[src/rtl/tt_um_algofoogle_count_checker_pkg.sv]
// Shared types and constants for the counter-sequence checker.
// Holds the FSM encoding, default thresholds and error-count width.
package tt_um_algofoogle_count_checker_pkg;

  localparam logic [0:0] HUNT   = 1'b0;
  localparam logic [0:0] LOCKED = 1'b1;

  localparam int LOCK_COUNT_DEF = 4;
  localparam int LOSS_COUNT_DEF = 3;
  localparam int ERR_W          = 16;
  localparam int RUN_W          = 8;

  localparam logic [ERR_W-1:0] ERR_MAX = '1;

  typedef struct packed {
    logic [3:0] nib;
    logic       val;
    logic       clr;
  } s0_t;

  function automatic logic [3:0] next_nib(input logic [3:0] n);
    return n + 4'd1;
  endfunction

endpackage

[src/rtl/sat_counter16.sv]
// 16-bit saturating up-counter with clear taking priority.
// Used as the checker's mismatch counter.
module sat_counter16
  import tt_um_algofoogle_count_checker_pkg::*;
(
  input  logic             clk,
  input  logic             rst_n,
  input  logic             inc,
  input  logic             clr,
  output logic [ERR_W-1:0] count,
  output logic             sat
);

  assign sat = (count == ERR_MAX);

  // clear beats increment; hold at the top value
  always_ff @(posedge clk or negedge rst_n) begin
    if (!rst_n) begin
      count <= '0;
    end else if (clr) begin
      count <= '0;
    end else if (inc && !sat) begin
      count <= count + 1'b1;
    end
  end

endmodule

[config.mk]
export PLATFORM = sky130hd
export DESIGN_NAME = sat_counter16
export DESIGN_NICKNAME = d
export VERILOG_FILES = /design/src/rtl/tt_um_algofoogle_count_checker_pkg.sv /design/src/rtl/sat_counter16.sv
export SDC_FILE = /design/constraint.sdc
export NUM_CORES = 1
export LEC_CHECK = 0
export ABC_AREA = 1
export ABC_CLOCK_PERIOD_IN_PS = 2300
export CORE_MARGIN = 8
export CORE_UTILIZATION = 65
export DETAILED_ROUTE_END_ITERATION = 6
export DONT_BUFFER_PORTS = 1
export HOLD_SLACK_MARGIN = 0.15
export PLACE_DENSITY = 0.88
export SYNTH_ARGS = -nofsm -noshare
export SYNTH_HDL_FRONTEND = slang
export SYNTH_SLANG_ARGS = --single-unit
[constraint.sdc]
create_clock -name clk -period 2.3 [get_ports clk]
set_input_delay 0.46 -clock clk [delete_from_list [all_inputs] [get_ports clk]]
set_output_delay 0.46 -clock clk [all_outputs]
set_load 0.01 [all_outputs]
After elaboration in Yosys (flattened, before gate mapping)
Index checks and enable logic that the tools add are counted.

Output and inout port bits: 17. Bits of input ports: 4. Register bits: 16.

Reduce and logical (&&, ||, !) cells: 3. Add/sub/neg operators: 1. Mux-type cells: 2. Equality and inequality tests: 1.

Operators with widths (number): $mux 16 (2); $add 16x1->16 const B (1); $eq 16x16->1 const B (1); $reduce_bool 2->1 (1); $logic_and 1x1->1 (1); $logic_not 1->1 (1).

Longest topological paths before layout
Depth after elaboration: 5. Gate-level depth with buffers: 10. Mapped depth without buffers: 9.

Least setup slack after synthesis
No wires, ideal clock.

Kind: flip-flop to output port. From: register count[1]. To: output port sat. Buffers on the path: 0. Path slack: 628 ps. Required time: 1840 ps. Data arrival time: 1212 ps. Cell stages (with the launch flop): 6. Cells stage by stage: dfrtp_1 > ha_1 > nand2_2 > nor2_4 > nand3_1 > nor3_1.

Word-level cells in the longest chain between the ends: 1.

RTL lines: from (decl) (RTL line sat_counter16.sv:10) `output logic [ERR_W-1:0] count,`; from (signal assigned) (RTL line sat_counter16.sv:23) `count <= count + 1'b1;`; $eq 16x16->1 (RTL line sat_counter16.sv:14) `assign sat = (count == ERR_MAX);`; to (decl) (RTL line sat_counter16.sv:11) `output logic sat`.

No other way between the ends.

Worst setup path in the final report
Same ends and word-level chain as after synthesis.

==> tab_implementation.tex <==
\begin{tabular}{lr}
\hline
Metric & Value \\
\hline
\multicolumn{2}{l}{\textbf{STA}} \\
\quad Final critical path time including I/O delays and setup & about 2.1 ns \\
\quad Final hold violations & 0 \\
\quad Setup Skew & between 0.007 and 0.008 ns \\
\quad Tightest slew margin relative to the limit & between 50\% and 60\% \\
\quad Setup ws final & 0.171 ns \\
\quad Final critical-path share of the clock period & between 90\% and 100\% \\
\quad Unrepaired setup endpoints after global routing & false \\
\quad Worst Max-Slew Pin Slew & $\sim$0.71 ns \\
\quad Accumulated negative setup slack & 0 ns \\
\quad Max Freq & between 400 and 500 MHz \\
\quad Number of setup violations in the final report & 0 \\
\quad Final Max Tran Viols & 0 \\
\multicolumn{2}{l}{\textbf{Routing}} \\
\quad WL/cell & 13.0 um \\
\quad Remaining DRCs & 0 \\
\quad Vias/cell & between 5 and 6 \\
\quad Number of vias in the routed layout & approximately 980 \\
\quad Detailed-routing iteration count for the pre-antenna-repair pass & 4 \\
\quad DRT Wirelength & between 2 and 2.5 mm \\
\quad Drt initial violations & a little under 50 \\
\quad Final antenna-violating net count & 0 \\
\multicolumn{2}{l}{\textbf{Logic synthesis}} \\
\quad Fraction of the yosys area taken by sequential cells & 38.4\% \\
\quad Adder-Cell Fraction of Synth Area & 1.20\% \\
\quad Main flop type after synthesis & sky130\_fd\_sc\_hd\_\_dfrtp\_1 \\
\quad Multiplexer share of the synthesized area & 0\% \\
\quad Yosys reg bits & 16 \\
\quad Largest family of logic cells by synthesized area & simple AND/OR/NAND/NOR gates \\
\quad Proportion of synthesized flip-flops having asynchronous set or reset & 100\% \\
\quad Number of flops mapped to enable cells by yosys & 0 \\
\quad Cell types occupying the most area after synthesis & sky130\_fd\_sc\_hd\_\_dfrtp\_1, sky130\_fd\_sc\_hd\_\_nand2\_1, sky130\_fd\_sc\_hd\_\_nand3\_1 \\
\quad Cell taking the most area after synthesis & sky130\_fd\_sc\_hd\_\_dfrtp\_1 \\
\quad Synthesized-area fraction occupied by xor and xnor cells & under 10\% \\
\quad Most frequent cells after synthesis & sky130\_fd\_sc\_hd\_\_nand2\_1, sky130\_fd\_sc\_hd\_\_inv\_1, sky130\_fd\_sc\_hd\_\_dfrtp\_1 \\
\quad Number of unique standard cell types used by synthesis & 20 \\
\quad Share of Yosys cell area claimed by the top area cell type & roughly two fifths \\
\quad Synthesized-area fraction occupied by ao, oa, aoi and oai cells & approximately 5.3\% \\
\quad Post-synthesis simple-gate area fraction & approximately 45\% \\
\quad Syn\_nets & 159 \\
\quad Synth Area per Inst & $\sim$6.8 um\^{}2 \\
\quad Count leader, synth & sky130\_fd\_sc\_hd\_\_nand2\_1 \\
\quad Total number of yosys warnings & 0 \\
\quad Total standard cell area after synthesis & 0.00104 mm\^{}2 \\
\quad Post-Syn Instances & roughly 150 \\
\multicolumn{2}{l}{\textbf{CTS}} \\
\quad Clock tree from TritonCTS & yes \\
\quad Clock slew seen by the registers of the worst setup and hold paths & about 0.09 ns \\
\quad Num Clock Sinks & 16 \\
\quad Clk root buf & sky130\_fd\_sc\_hd\_\_clkbuf\_4 \\
\quad Number of levels in the clock H-tree & 1 \\
\quad Count of cells resized by post-cts repair & 0 \\
\quad Number of post-CTS setup repair buffers & 0 \\
\quad CTS buffer count & 3 \\
\quad Clock Latency Late Sink & between 0.2 and 0.3 ns \\
\quad Number of buffers on the longest clock path & 2 \\
\multicolumn{2}{l}{\textbf{Power and ir drop}} \\
\quad Total leakage power & 0.524 nW \\
\quad Peak supply drop & 385 uV \\
\quad Power Density & 431 mW/mm\^{}2 \\
\quad Total power of the final layout & 0.467 mW \\
\multicolumn{2}{l}{\textbf{Floorplan}} \\
\quad Die boundary width & approximately 56 um \\
\quad Total number of placement rows & 14 \\
\quad Number of ports placed on the die boundary & 21 \\
\quad Placeable Area & 0.00151 mm\^{}2 \\
\quad Die Span Y & about 56 um \\
\quad Effective utilization at floorplan & 69.3\% \\
\quad Area of the die & $\sim$0.0031 mm\^{}2 \\
\multicolumn{2}{l}{\textbf{Global route}} \\
\quad Via count of the first global-routing pass & 910 \\
\quad Antenna violations before repair & 0 \\
\quad Met3 track utilization from global routing & $\sim$4.1\% \\
\quad Fraction of met2 tracks used by global routing & a little under a quarter \\
\quad Most crowded layer after global routing & met2 \\
\quad Global router's overall resource usage & between 10\% and 20\% \\
\quad Total congestion overflow after global routing & 0 \\
\quad Met1 demand-to-capacity share in global routing & 18.3\% \\
\quad Maximum number of pins on one net before global-route repair & 17 \\
\quad Global-route wire length before repair & roughly 4.0 mm \\
\multicolumn{2}{l}{\textbf{Run status}} \\
\quad Status & completed \\
\multicolumn{2}{l}{\textbf{Critical path}} \\
\quad Cell type of the slowest stage on the worst timing path & sky130\_fd\_sc\_hd\_\_dfrtp\_1 \\
\quad Arrival time of the worst setup path & 1.67 ns \\
\quad Critical path class & register to output pin \\
\quad Largest delay share family, worst path & simple AND/OR/NAND/NOR gates \\
\quad Highest cell delay on the worst timing path & approximately 0.47 ns \\
\quad Critical-path maximum fanout & 5 \\
\quad Data required time of the critical path & 1.84 ns \\
\quad Buffers plus inverters on the worst setup path & 0 \\
\quad Minimum setup slack among reg-to-reg paths & between 0.5 and 0.6 ns \\
\quad Critical path launch point type & register \\
\quad Kind of capture point of the worst setup path & output pin \\
\quad Critical path, cell by cell & ha\_1 > nand2\_2 > nor2\_4 > nand3\_1 > nor3\_1 \\
\multicolumn{2}{l}{\textbf{Min path}} \\
\quad Hold crit path type & primary input to register \\
\multicolumn{2}{l}{\textbf{Cells and area}} \\
\quad Layout cell share with drive strength beyond 1 & 7.69\% \\
\quad Number of cells in the finished layout apart from fillers & about 170 \\
\quad Total number of nets in the final design & roughly 160 \\
\quad Layout-stage area growth over the synthesis result & 3.84\% \\
\quad Biggest registers after layout & count (16) \\
\quad Number of flip-flops under the largest register name & 16 \\
\quad Inserted Diodes & 0 \\
\quad Register ranked first by flip-flop count & count \\
\multicolumn{2}{l}{\textbf{Place}} \\
\quad Placed wire-length estimate after detailed placement & roughly 1.7 mm \\
\quad Placer Congestion & roughly 0.95 \\
\quad Post-Place Worst Slack & 0.465 ns \\
\quad Number of cells after detailed placement & $\sim$170 \\
\quad Port bufs & 0 \\
\multicolumn{2}{l}{\textbf{Job}} \\
\quad Total of max-cap violations & 0 \\
\hline
\end{tabular}
report_power, final:
| group | switching [mW] | internal, mW |
|---|---|---|
| combinational | 0.0228 | 0.00823 |
| clock | 0.0853 | 0.0609 |
| sequential | 0.00574 | 0.284 |
| total | 0.114 | 0.353 |
cells in the final DEF (no fill, tap or decap):
master,instances
sky130_fd_sc_hd__nor3_1,1
sky130_fd_sc_hd__nand3_1,15
sky130_fd_sc_hd__o21ai_1,3
sky130_fd_sc_hd__inv_1,17
sky130_fd_sc_hd__ha_1,1
sky130_fd_sc_hd__dlygate4sd3_1,1
sky130_fd_sc_hd__nor2_1,13
sky130_fd_sc_hd__nand2_2,2
sky130_fd_sc_hd__a21oi_1,3
sky130_fd_sc_hd__xor2_1,2
sky130_fd_sc_hd__nand3b_1,1
sky130_fd_sc_hd__or2_2,1
sky130_fd_sc_hd__nand4_1,10
sky130_fd_sc_hd__nand2_1,56
sky130_fd_sc_hd__buf_4,1
sky130_fd_sc_hd__dfrtp_1,16
sky130_fd_sc_hd__o21ai_0,5
sky130_fd_sc_hd__nor2_4,3
sky130_fd_sc_hd__nor2_2,2
sky130_fd_sc_hd__clkbuf_4,3
worst register-to-register path, cell delays in order (launching register included):
cell	delay (ns)
sky130_fd_sc_hd__dfrtp_1	0.47
sky130_fd_sc_hd__ha_1	0.25
sky130_fd_sc_hd__nand2_2	0.11
sky130_fd_sc_hd__nor2_4	0.05
sky130_fd_sc_hd__nand2_2	0.10
sky130_fd_sc_hd__nor2_2	0.05
sky130_fd_sc_hd__nor2_2	0.30
sky130_fd_sc_hd__buf_4	0.22
sky130_fd_sc_hd__nand4_1	0.08
sky130_fd_sc_hd__nand2_1	0.09
worst paths after layout:
kind                           start        end  depth (start not counted)
max                         count[1]        sat                          5
min                              clr  count[12]                          3
max reg2reg                 count[1]  count[11]                          9
min reg2reg                count[15]  count[15]                          2
max in group asynchronous      rst_n   count[7]                          1
min in group asynchronous      rst_n   count[6]                          1
area by class of cell:
class | instances | area [um^2]
Timing Repair Buffer | 2 | 17.5
Inverter | 17 | 63.8
Fill cell | 124 | 423
Sequential cell | 16 | 400
Tap cell | 16 | 20.0
Clock buffer | 3 | 22.5
Multi-Input combinational cell | 118 | 559
stage by stage:
step	util (%)	cell area, um^2	hold slack, ns
floorplan	-	1040	0.164
global placement	69.8	1050	0.165
detailed placement	69.8	1050	0.165
CTS	71.9	1080	0.343
global route	71.9	1080	0.361
finish	71.9	1080	0.347
logic make-up after synthesis:
logic type | after synthesis
adders and majority gates | 1
AOI/OAI and AO/OA | 11
and+or+nand+nor | 104
xor gates and xnor gates | 2
buffers and inverters | 20
DFF | 16
layer usage:
metal	wire (um)	vias up
met5	0	-
met3	213	9
met4	66	0
met1	947	425
li1	-	497
met2	1020	44
timing repair:
action / 4_1_cts / 5_1_grt
hold endpoints to repair: 16 / 0
hold buffers: 1 / 0
setup endpoints to repair: 0 / 0
(Power assumes the default switching activity.)
